## config.mk

```make
export PLATFORM = sky130hd
export DESIGN_NAME = n_bit_serial_adder
export DESIGN_NICKNAME = d
export VERILOG_FILES = /design/src/rtl/n_bit_serial_adder.sv
export SDC_FILE = /design/constraint.sdc
export NUM_CORES = 1
export LEC_CHECK = 0
export CORE_MARGIN = 3
export CORE_UTILIZATION = 45
export DETAILED_ROUTE_END_ITERATION = 7
export PLACE_DENSITY_LB_ADDON = 0.1
export SLEW_MARGIN = 20
export SYNTH_ARGS = -nofsm -noshare
export SYNTH_HDL_FRONTEND = slang
export SYNTH_SLANG_ARGS = --single-unit
```

## constraint.sdc

```tcl
create_clock -name clk -period 2.3 [get_ports clk]
set_clock_uncertainty 0.05 [all_clocks]
set_input_delay 0.345 -clock clk [delete_from_list [all_inputs] [get_ports clk]]
set_output_delay 0.345 -clock clk [all_outputs]
set_load 0.005 [all_outputs]
```

## src/rtl/n_bit_serial_adder.sv

```systemverilog
// Digit-serial add/sub: one DIGIT-wide slice plus a registered carry, LSB digit first. Result after NDIG cycles.
// Valid/ready on both sides; the result is held while out_ready=0. SERIAL_ADDER_SAT_EN enables signed saturation.
module n_bit_serial_adder #(
  parameter int WIDTH = 32,
  parameter int DIGIT = 8
) (
  input  logic             clk,
  input  logic             rst_n,
  input  logic             in_valid,
  output logic             in_ready,
  input  logic [WIDTH-1:0] input1,
  input  logic [WIDTH-1:0] input2,
  input  logic             sub,
  output logic             out_valid,
  input  logic             out_ready,
  output logic [WIDTH-1:0] answer,
  output logic             carry_out,
  output logic             overflow
);

  localparam int NDIG = WIDTH / DIGIT;
  localparam int CW   = (NDIG > 1) ? $clog2(NDIG) : 1;

  if (WIDTH % DIGIT != 0) begin : g_bad_digit
    $error("n_bit_serial_adder: WIDTH must be a multiple of DIGIT");
  end

  typedef enum logic [1:0] {S_IDLE, S_RUN, S_DONE} state_t;

  state_t           r_state;
  state_t           w_state_nxt;
  logic             w_accept;
  logic             w_last;

  logic [WIDTH-1:0] r_a;
  logic [WIDTH-1:0] r_b;
  logic [WIDTH-1:0] r_acc;
  logic [WIDTH-1:0] r_answer;
  logic             r_carry;
  logic             r_cout;
  logic             r_ovf;
  logic [CW-1:0]    r_cnt;

  logic [DIGIT:0]   w_slice;
  logic [DIGIT-1:0] w_sum;
  logic             w_c;
  logic             w_ovf;
  logic [WIDTH-1:0] w_acc_nxt;
  logic [WIDTH-1:0] w_res_final;

  assign w_last = (r_cnt == CW'(NDIG - 1));

  always_ff @(posedge clk or negedge rst_n) begin
    if (!rst_n) r_state <= S_IDLE;
    else        r_state <= w_state_nxt;
  end

  always_comb begin
    w_state_nxt = r_state;
    in_ready    = 1'b0;
    out_valid   = 1'b0;
    w_accept    = 1'b0;
    case (r_state)
      S_IDLE: begin
        in_ready = 1'b1;
        if (in_valid) begin
          w_accept    = 1'b1;
          w_state_nxt = S_RUN;
        end
      end
      S_RUN: begin
        if (w_last) w_state_nxt = S_DONE;
      end
      S_DONE: begin
        out_valid = 1'b1;
        if (out_ready) w_state_nxt = S_IDLE;
      end
      default: w_state_nxt = S_IDLE;
    endcase
  end

  // Operands shift right each cycle so the active digit is always the low slice.
  assign w_slice = {1'b0, r_a[DIGIT-1:0]} + {1'b0, r_b[DIGIT-1:0]} + {{DIGIT{1'b0}}, r_carry};
  assign w_sum   = w_slice[DIGIT-1:0];
  assign w_c     = w_slice[DIGIT];
  // Carry into the top bit is recovered from the top bit's inputs and sum.
  assign w_ovf   = (r_a[DIGIT-1] ^ r_b[DIGIT-1] ^ w_sum[DIGIT-1]) ^ w_c;
  assign w_acc_nxt = WIDTH'({w_sum, r_acc} >> DIGIT);

`ifdef SERIAL_ADDER_SAT_EN
  always_comb begin
    w_res_final = w_acc_nxt;
    if (w_ovf) begin
      // A wrapped negative-looking result means the true value overflowed upward.
      w_res_final = w_sum[DIGIT-1] ? {1'b0, {(WIDTH-1){1'b1}}} : {1'b1, {(WIDTH-1){1'b0}}};
    end
  end
`else
  assign w_res_final = w_acc_nxt;
`endif

  always_ff @(posedge clk or negedge rst_n) begin
    if (!rst_n) begin
      r_a      <= '0;
      r_b      <= '0;
      r_acc    <= '0;
      r_answer <= '0;
      r_carry  <= 1'b0;
      r_cout   <= 1'b0;
      r_ovf    <= 1'b0;
      r_cnt    <= '0;
    end else if (w_accept) begin
      r_a     <= input1;
      r_b     <= input2 ^ {WIDTH{sub}};
      r_carry <= sub;
      r_cnt   <= '0;
    end else if (r_state == S_RUN) begin
      r_a     <= r_a >> DIGIT;
      r_b     <= r_b >> DIGIT;
      r_acc   <= w_acc_nxt;
      r_carry <= w_c;
      r_cnt   <= r_cnt + CW'(1);
      if (w_last) begin
        r_answer <= w_res_final;
        r_cout   <= w_c;
        r_ovf    <= w_ovf;
      end
    end
  end

  assign answer    = r_answer;
  assign carry_out = r_cout;
  assign overflow  = r_ovf;

endmodule

```

# == Yosys cells after proc, flatten, opt, wreduce, memory -nomap -nowiden ==
# Index checks and enable logic that the tools add are counted.
# totals
register_bits,135
in_bits,69
out_inout_bits,36
wordCells,44
# op_classes
add_sub_neg,3
n_eq_ne,6
mux,16
n_bitwise,5
n_reduce_logical,5
# op_table
cell,n
two-way mux 32 bit,4
XOR 32 bit,1
two-way mux 2 bit,5
adder 8 x 8 -> 9 bit,1
adder 9 x 1 -> 9 bit,1
two-way mux 1 bit,6
"!= test 2 bit, second input constant",3
case mux 2 bit (3 select lines),1
AND reduction 3 bit,2
"equality test 2 bit, second input constant",2
XOR 1 bit,3
"adder 2 x 1 -> 2 bit, second input constant",1
"equality test 2 x 1 -> 1 bit, second input constant",1
logical NOT 2 bit,1
AND reduction 2 bit,1
nonzero test 2 bit,1
inverter 1 bit,1

# == Longest topological paths before layout ==
# Gate-level depths: netlist (run 1).
# logic_depth
word_depth,4
mapped_depth,7
depth_no_buf,7

# == Worst setup path before layout (run 1) ==
# No wires, ideal clock.
# synth_path
kind,reg-to-reg
start,register r_a[0]
end,"register r_answer[30], in the netlist answer[30]"
setup_ns,0.132
arrival_time_ns,1.882
required_ns,2.118
slack_ns,0.237
path_stages_with_launch,8
path_buffers,0
period_less_slack_ns,2.063
path_cell_list,dfrtp_1 fa_1 fa_1 nand3_1 nand2_1 a31oi_1 xor2_1 o21ai_0
# synth_via
elab_chain_len,2
# synth_rtl
item,line_no,rtl
"start, declared",35,logic [WIDTH-1:0] r_a;
"start signal, assigned",113,r_a <= input1;
"start signal, assigned",118,r_a <= r_a >> DIGIT;
adder 8 x 8 -> 9 bit,83,"assign w_slice = {1'b0, r_a[DIGIT-1:0]} + {1'b0, r_b[DIGIT-1:0]} + {{DIGIT{1'b0}}, r_carry};"
adder 9 x 1 -> 9 bit,83,
"end signal, assigned",124,r_answer <= w_res_final;
"end, declared",38,logic [WIDTH-1:0] r_answer;
# No other way between the ends.
# A chain may end at the register's enable or synchronous reset.

# == Final worst setup path (run 1) ==
# layout_path
start,register r_a[0]
end,"register r_ovf, in the netlist overflow"
# layout_via
elab_chain_len,4
# layout_rtl
item,line_no,rtl
adder 8 x 8 -> 9 bit (*),83,
adder 9 x 1 -> 9 bit (*),83,
XOR 1 bit,87,assign w_ovf = (r_a[DIGIT-1] ^ r_b[DIGIT-1] ^ w_sum[DIGIT-1]) ^ w_c;
XOR 1 bit (*),87,
"end signal, assigned",126,r_ovf <= w_ovf;
"end, declared",41,logic r_ovf;
# Mark *: on every way between the ends. The rest lies on a longest branch, timed or not.

==> impl_metrics.py, run 1 <==
metrics = {
    "global_route": {
        "grtUsageTotal": 0.175,
        "grt_pass1_vias": 3990,
        "grt_max_degree": 59,
        "antenna_found_initial": 0,
        "grt_pass1_wl_mm": 19.6,
        "grt_remaining_overflow": 0,
    },
    "final_layout": {
        "syn2layout_area_growth_pct": 29.8,
        "layout_common_cells": "nand2_1 (137), dfrtp_1 (127), clkdlybuf4s50_1 (102)",
        "nets": 695,
        "drive_gt1_frac": 0.109,
        "antenna_cells": 0,
        "final_common_cell": "nand2_1",
        "final_core_util": 0.606,
        "postLayoutCellArea_mm2": 0.00737,
    },
    "sta": {
        "max_freq_ghz": 0.475,
        "final-setup-viol-count": 0,
        "setup_slack_ns": 0.194,
        "period_share": 0.916,
        "rsz0062_at_grt": "false",
        "max_slew_margin": 0.281,
        "whs_ns": 0.423,
        "hold_viol": 0,
        "setup_tns_ns": 0,
        "tightestPinTransition_ns": 1.08,
        "finalCriticalPeriod_ns": 2.11,
        "final-max-slew-violation-count": 0,
    },
    "clocking": {
        "cts_tree": "yes",
        "path_clk_slew_ns": 0.05,
        "cts_buffer_depth": 2,
        "cts_buffers": 17,
        "post_cts.repair.setup_buffers": 0,
        "cts_root_buffer": "clkbuf_16",
        "cts_sinks": 127,
        "clkLatencyLatePin_ns": 0.40,
        "h-tree-depth": 4,
    },
    "routing": {
        "routedWlPerCell_um": 14.7,
        "antenna_left": 0,
        "drtIter0Drc": 280,
        "first_pass_iters": 5,
        "drc": 0,
        "vias": 4023,
        "wl_mm": 11.7,
        "vias_per_cell": 5.07,
    },
    "placed_design": {
        "place_ws_ns": 0.0713,
        "dp_hpwl_mm": 8.03,
        "gp_congestion": 0.888,
        "port_buffers": 104,
        "placed_area_mm2": 0.00684,
    },
    "logic_synthesis": {
        "synth_fa_ha_area_frac": 0.0247,
        "yosysWarnings": 0,
        "yosys_most_used_dff": "dfrtp_1",
        "syn_area_mm2": 0.00568,
        "synth_compound_area_frac": 0.123,
        "synth_xor_area_frac": 0.0602,
        "yosysTopAreaCell": "dfrtp_1",
        "synthTopCellsByArea": "dfrtp_1 (56%), nand2_1 (9.1%), mux2_4 (6.1%)",
        "syn-mean-instance-area_um2": 11.0,
        "ys_ff_latch": 127,
        "synth_edf_count": 0,
        "seq_area_frac_synth": 0.560,
        "synth.area.mux_share": 0.0668,
        "async_reset_ff_frac": 1.00,
        "synth_top_area_share": 0.560,
        "synth_top_family_by_area": "simple AND/OR/NAND/NOR gates",
        "synthSimpleGateAreaFrac": 0.129,
        "synthesis.instances": 517,
        "ys_types": 34,
        "syn-num-nets": 596,
    },
    "worst_setup_path": {
        "startpoint_type": "flop",
        "critPathMaxFanout": 3,
        "cp-end-kind": "flop",
        "worstPathArrival_ns": 2.32,
        "critPathKind": "flop to flop",
        "cp.required_ns": 2.51,
    },
    "power_and_ir_drop": {
        "power.leakage_nw": 3.41,
        "powerDensity_mw_per_mm2": 1390,
        "max-vdd-ir-drop_v": 0.000816,
    },
    "floorplanning": {
        "core_mm2": 0.0122,
        "ios": 105,
        "start_util": 0.467,
        "rows": 40,
        "dieArea_mm2": 0.0140,
        "die_x_um": 118,
        "die_h_um": 118,
    },
    "worst_hold_path": {
        "hp-class": "input port to asynchronous set/reset pin",
    },
    "run_status": {
        "status": "complete, no violations",
    },
    "job": {
        "drv_cap": 0,
    },
}
-- critical path, stage by stage (launching register included) --
cell	delay, ns
dfrtp_1	0.40
fa_2	0.42
fa_1	0.41
nand3_1	0.12
a21oi_1	0.08
and3b_2	0.28
xnor2_1	0.12
o21ai_0	0.08
-- power breakdown --
group | total [mW] | internal, mW | leakage, nW | switching [mW]
clock | 2.32 | 1.46 | 0.249 | 0.855
sequential | 3.84 | 3.22 | 1.63 | 0.623
combinational | 4.07 | 2.04 | 1.53 | 2.03
-- what timing repair did --
item | 4_1_cts | 5_1_grt
endpoints found under the hold margin | 55 | 0
hold buffers | 1 | 0
endpoints found under the setup margin | 0 | 3
gates resized for setup | 0 | 2
-- through the flow --
stage | std cells | total power, mW
after CTS | 793 | 10.3
after detailed placement | 764 | 7.99
after floorplan | 517 | 6.61
after global routing | 793 | 11.0
after global placement | 764 | 7.87
final | 793 | 10.2
-- registers in the layout, indices dropped and copies added, names as in the netlist --
signal,flops
answer,32
carry_out,1
overflow,1
r_a,32
r_acc,24
r_b,32
r_carry,1
r_cnt,2
r_state,2
-- path summary, 6_finish.rpt --
| kind | startpoint | end | slack [ns] | cells after the start |
|---|---|---|---|---|
| max | r_a[0]$_DFFE_PN0P_ | overflow$_DFFE_PN0P_ | 0.19 | 7 |
| min | rst_n | answer[4]$_DFFE_PN0P_ | 0.42 | 2 |
| max reg2reg | r_a[0]$_DFFE_PN0P_ | overflow$_DFFE_PN0P_ | 0.19 | 7 |
| min reg2reg | r_acc[9]$_DFFE_PN0P_ | r_acc[9]$_DFFE_PN0P_ | 0.42 | 2 |
| max in group asynchronous | rst_n | r_b[19]$_DFFE_PN0P_ | 1.10 | 3 |
| min in group clk | r_acc[9]$_DFFE_PN0P_ | r_acc[9]$_DFFE_PN0P_ | 0.42 | 2 |
-- layer usage --
layer / routed length, um / GRT usage / part of all wire
met1: 5200 / 0.227 / 0.44
met2: 5660 / 0.276 / 0.48
met3: 594 / 0.0459 / 0.051
met4: 248 / 0.0762 / 0.021
met5: 0 / 0 / 0
-- layout make-up --
| cell class | count | area [um2] |
|---|---|---|
| inverter | 1 | 3.75 |
| multi-input combinational | 354 | 2310 |
| sequential | 127 | 3180 |
| fill | 1033 | 4800 |
| tap | 168 | 210 |
| clock inverter | 1 | 5.00 |
| clock buffer | 27 | 503 |
| timing repair buffer | 115 | 1160 |
-- cells in the mapped netlist, types with 2 or more instances --
library cell  instances
nand2_1             137
dfrtp_1             127
xnor2_1              36
o21ai_0              34
a22oi_1              25
nor2_1               25
a221o_1              24
mux2_4               23
clkbuf_1             13
buf_2                11
nand3_1              10
ha_1                  8
buf_6                 6
a21oi_1               5
buf_4                 3
mux2_2                3
nand2b_1              3
xor2_1                3
a211oi_1              2
a21o_1                2
buf_1                 2
fa_1                  2
o21ai_1               2
-- kinds of logic (layout without fill, tap and decap cells) --
logic type	Yosys count	in the layout
buffers and inverters	36	144
multiplexers	26	26
AO/OA/AOI/OAI	97	97
flip-flops	127	127
adder cells (fa/ha/maj)	10	10
XOR/XNOR	39	39
AND/OR/NAND/NOR	182	182
(Power assumes the default switching activity.)
==> inputs of run 2 (changes only) <==
MAX_ROUTING_LAYER = met4   (was unset)
==> impl_metrics.py, run 2 (same netlist as run 1, synthesis figures left out) <==
metrics = {
    "power_and_ir_drop": {
        "powerDensity_mw_per_mm2": 1390,
        "switching_share": 0.342,
        "power.leakage_nw": 3.41,
        "seq_power_share": 0.376,
        "p_int_mw": 6.72,
        "p_comb_frac": 0.398,
        "max-vdd-ir-drop_v": 0.000804,
        "pwr-share-clk": 0.226,
        "p_switching_mw": 3.49,
    },
    "floorplanning": {
        "start_util": 0.467,
        "rows": 40,
        "ios": 105,
        "dieArea_mm2": 0.0140,
        "die_x_um": 118,
        "die_h_um": 118,
        "core_mm2": 0.0122,
    },
    "clocking": {
        "cts_sinks": 127,
        "cts_root_buffer": "clkbuf_16",
        "cts_tree": "yes",
        "cts_buffer_depth": 2,
        "path_clk_slew_ns": 0.05,
        "cts_buffers": 17,
        "clkLatencyLatePin_ns": 0.40,
        "h-tree-depth": 4,
    },
    "final_layout": {
        "syn2layout_area_growth_pct": 29.8,
        "layout_common_cells": "nand2_1 (137), dfrtp_1 (127), clkdlybuf4s50_1 (102)",
        "antenna_cells": 0,
        "drive_gt1_frac": 0.109,
        "nets": 695,
        "final_common_cell": "nand2_1",
    },
    "worst_setup_path": {
        "cp-end-kind": "flop",
        "critPathMaxFanout": 3,
        "critPathKind": "flop to flop",
        "worstPathArrival_ns": 2.31,
        "cp.required_ns": 2.51,
        "startpoint_type": "flop",
    },
    "sta": {
        "final-setup-viol-count": 0,
        "period_share": 0.916,
        "max_freq_ghz": 0.475,
        "whs_ns": 0.423,
        "tightestPinTransition_ns": 1.08,
        "max_slew_margin": 0.278,
        "finalCriticalPeriod_ns": 2.11,
        "final-max-slew-violation-count": 0,
        "hold_viol": 0,
        "rsz0062_at_grt": "false",
        "setup_tns_ns": 0,
    },
    "routing": {
        "top_layer_used": "met4",
        "wl_met3_um": 489,
        "routedWlPerCell_um": 14.7,
        "antenna_left": 0,
        "detailroute.wirelength.met2_mm": 5.73,
        "drc": 0,
        "first_pass_iters": 4,
        "drt-met1-wl_mm": 5.23,
        "wl_mm": 11.6,
        "drtIter0Drc": 281,
        "vias_per_cell": 5.04,
        "vias": 3996,
    },
    "global_route": {
        "grtUsageTotal": 0.180,
        "antenna_found_initial": 0,
        "grt_pass1_wl_mm": 19.6,
        "grt_remaining_overflow": 0,
        "grt_max_degree": 59,
        "grt_pass1_vias": 3985,
    },
    "run_status": {
        "status": "complete, no violations",
    },
    "worst_hold_path": {
        "hp-class": "flop to flop",
    },
    "placed_design": {
        "dp_hpwl_mm": 8.03,
        "port_buffers": 104,
        "gp_congestion": 0.902,
    },
    "job": {
        "drv_cap": 0,
    },
}
## run 2: cell counts in the layout (fill, tap and decap cells not counted)
Identical to the previous run, type by type.
## run 2: area by class of cell
class | instances | area, um2
multi-input combinational | 354 | 2310
inverter | 1 | 3.75
sequential | 127 | 3180
timing repair buffer | 115 | 1160
tap | 168 | 210
fill | 1033 | 4800
clock inverter | 1 | 5.00
clock buffer | 27 | 503
## run 2: stage by stage
stage,total power [mW],worst slack (ns),util,area (um2),instances
2_1_floorplan,6.61,0.237,-,5680,517
3_3_place_gp,7.87,0.0828,0.563,6840,764
3_5_place_dp,7.99,0.0713,0.563,6840,764
4_1_cts,10.3,0.0752,0.605,7360,793
5_1_grt,11.0,0.0617,0.606,7370,793
6_report,10.2,0.194,0.606,7370,793
## run 2: worst max-delay path, cell delays in order (launching register included)
cell and delay, ns:
dfrtp_1 0.40, fa_2 0.42, fa_1 0.41, nand3_1 0.12, a21oi_1 0.08, and3b_2 0.28
xnor2_1 0.12, o21ai_0 0.08
## run 2: worst paths after layout
| kind | start | endpoint | slack [ns] | depth (start not counted) |
|---|---|---|---|---|
| max | r_a[0]$_DFFE_PN0P_ | overflow$_DFFE_PN0P_ | 0.19 | 7 |
| min | r_acc[9]$_DFFE_PN0P_ | r_acc[9]$_DFFE_PN0P_ | 0.42 | 2 |
| max reg2reg | r_a[0]$_DFFE_PN0P_ | overflow$_DFFE_PN0P_ | 0.19 | 7 |
| min reg2reg | r_acc[9]$_DFFE_PN0P_ | r_acc[9]$_DFFE_PN0P_ | 0.42 | 2 |
| max in group asynchronous | rst_n | r_b[19]$_DFFE_PN0P_ | 1.10 | 3 |
| min in group asynchronous | rst_n | r_acc[12]$_DFFE_PN0P_ | 0.43 | 2 |
## run 2: timing repair
item,CTS,global route
hold endpoints to repair,55,0
resized for setup,0,2
endpoints found under the setup margin,0,3
buffers inserted,0,0
hold buffers,1,0
## run 2: layer usage
layer | up-vias | global-route usage
met4 | 0 | 0.0762
li1 | 1968 | -
met1 | 1918 | 0.228
met5 | - | -
met2 | 100 | 0.277
met3 | 10 | 0.0440
## run 2: power groups by stage
stage / sequential (mW) / combinational (mW) / clock (mW)
global route: 3.95 / 4.58 / 2.49
CTS: 3.84 / 4.14 / 2.36
finish: 3.84 / 4.07 / 2.31
floorplan: 3.70 / 2.91 / 0
detailed placement: 3.87 / 4.11 / 0
global placement: 3.84 / 4.03 / 0
==> inputs of run 3 (changes only) <==
ABC_CLOCK_PERIOD_IN_PS = 2000   (was unset)
CORE_MARGIN = 2   (was 3)
clock period = 2 ns   (was 2.3 ns; I/O delays follow)
==> impl_metrics.py, run 3 (same netlist as run 1, synthesis figures left out) <==
metrics = {
    "clocking": {
        "clkLatencyLatePin_ns": 0.41,
        "cts_root_buffer": "clkbuf_16",
        "cts_tree": "yes",
        "cts_sinks": 127,
        "cts_buffer_depth": 2,
        "cts_buffers": 17,
        "path_clk_slew_ns": 0.05,
        "h-tree-depth": 4,
    },
    "global_route": {
        "grt_max_degree": 51,
        "grtUsageTotal": 0.195,
        "grt_remaining_overflow": 0,
        "grt_pass1_wl_mm": 19.6,
        "antenna_found_initial": 0,
        "grt_pass1_vias": 4012,
    },
    "sta": {
        "final-max-slew-violation-count": 0,
        "max_freq_ghz": 0.499,
        "hold_viol": 0,
        "rsz0062_at_grt": "true",
        "setup_slack_ns": -0.00427,
        "tightestPinTransition_ns": 0.502,
        "final-setup-viol-count": 1,
        "whs_ns": 0.297,
        "period_share": 1.00,
        "max_slew_margin": 0.665,
        "finalCriticalPeriod_ns": 2.00,
    },
    "floorplanning": {
        "rows": 41,
        "core_mm2": 0.0125,
        "die_x_um": 116,
        "die_h_um": 116,
        "dieArea_mm2": 0.0135,
        "ios": 105,
        "start_util": 0.455,
    },
    "final_layout": {
        "antenna_cells": 0,
        "nets": 709,
        "drive_gt1_frac": 0.152,
        "postLayoutCellArea_mm2": 0.00764,
        "fill_cells": 1047,
        "final_common_cell": "nand2_1",
        "stdcell_count": 815,
        "layout_common_cells": "nand2_1 (136), dfrtp_1 (126), clkdlybuf4s50_1 (102)",
        "syn2layout_area_growth_pct": 34.6,
    },
    "worst_hold_path": {
        "hp-class": "input port to flop",
        "worstHoldStart": "sub",
    },
    "run_status": {
        "status": "finished with violations",
        "violations": "setup timing",
    },
    "worst_setup_path": {
        "r2r_start": "r_a[0]$_DFFE_PN0P_",
        "cp.required_ns": 2.24,
        "cp-end-kind": "flop",
        "startpoint": "r_a[0]$_DFFE_PN0P_",
        "startpoint_type": "flop",
        "critPathMaxFanout": 3,
        "worstPathArrival_ns": 2.25,
        "critPathKind": "flop to flop",
    },
    "routing": {
        "vias_per_cell": 5.06,
        "first_pass_iters": 4,
        "routedWlPerCell_um": 14.7,
        "wl_mm": 12.0,
        "antenna_left": 0,
        "drtIter0Drc": 189,
        "vias": 4123,
        "drc": 0,
    },
    "power_and_ir_drop": {
        "powerDensity_mw_per_mm2": 1630,
        "max-vdd-ir-drop_v": 0.000714,
        "power.leakage_nw": 3.55,
    },
    "placed_design": {
        "dp_hpwl_mm": 8.22,
        "placed_area_mm2": 0.00693,
        "port_buffers": 104,
        "place_ws_ns": -0.181,
        "gp_congestion": 0.888,
        "post-place-cells": 775,
    },
    "job": {
        "drv_cap": 0,
    },
}
## run 3: report_power, final
group | total, mW | leakage (nW) | switching [mW] | internal, mW
combinational | 5.10 | 1.64 | 2.49 | 2.61
clock | 2.97 | 0.293 | 1.04 | 1.93
sequential | 4.41 | 1.62 | 0.711 | 3.70
total | 12.5 | 3.55 | 4.24 | 8.25
## run 3: worst paths after layout
path	end	slack [ns]	cells past startpoint
max	overflow$_DFFE_PN0P_	-0.004	7
min	r_b[27]$_DFFE_PN0P_	0.30	3
max reg2reg	overflow$_DFFE_PN0P_	-0.004	7
min reg2reg	r_a[11]$_DFFE_PN0P_	0.42	2
max in group asynchronous	r_state[0]$_DFFE_PN0P_	1.01	3
min in group asynchronous	answer[12]$_DFFE_PN0P_	0.31	2
## run 3: stage by stage
stage | total power [mW] | util | TNS (ns)
after floorplan | 7.61 | - | 0
after global placement | 9.14 | 0.556 | -5.26
after detailed placement | 9.32 | 0.556 | -7.05
after CTS | 12.4 | 0.607 | 0
after global routing | 13.4 | 0.613 | -0.551
final | 12.5 | 0.613 | -0.00427
## run 3: cell type report
| class | instances | area (um2) | area share |
|---|---|---|---|
| sequential | 127 | 3180 | 0.416 |
| multi-input combinational | 354 | 2350 | 0.307 |
| timing repair buffer | 129 | 1310 | 0.172 |
| clock buffer | 27 | 533 | 0.0698 |
| tap | 172 | 215 | 0.0282 |
| clock inverter | 5 | 50.0 | 0.00655 |
| inverter | 1 | 3.75 | 0.000491 |
## run 3: repair_timing
item                                    4_1_cts  5_1_grt
hold buffers                                  1        0
pin swaps                                     3        5
gates resized for setup                       6        9
endpoints found under the hold margin        36        0
endpoints found under the setup margin        7        9
setup buffers                                 3        3
## run 3: per-layer routing
layer / vias up / global-route usage / wire, um
li1: 1998 / - / -
met1: 1997 / 0.247 / 5370
met2: 106 / 0.299 / 5900
met3: 22 / 0.0457 / 462
met4: 0 / 0.0913 / 244
met5: - / - / 0
## run 3: critical path: stages, from the launching register on
cell     delay [ns]
dfrtp_1        0.40
fa_2           0.42
fa_2           0.36
nand3_2        0.10
a21oi_1        0.07
and3b_2        0.28
xnor2_1        0.13
o21ai_1        0.08
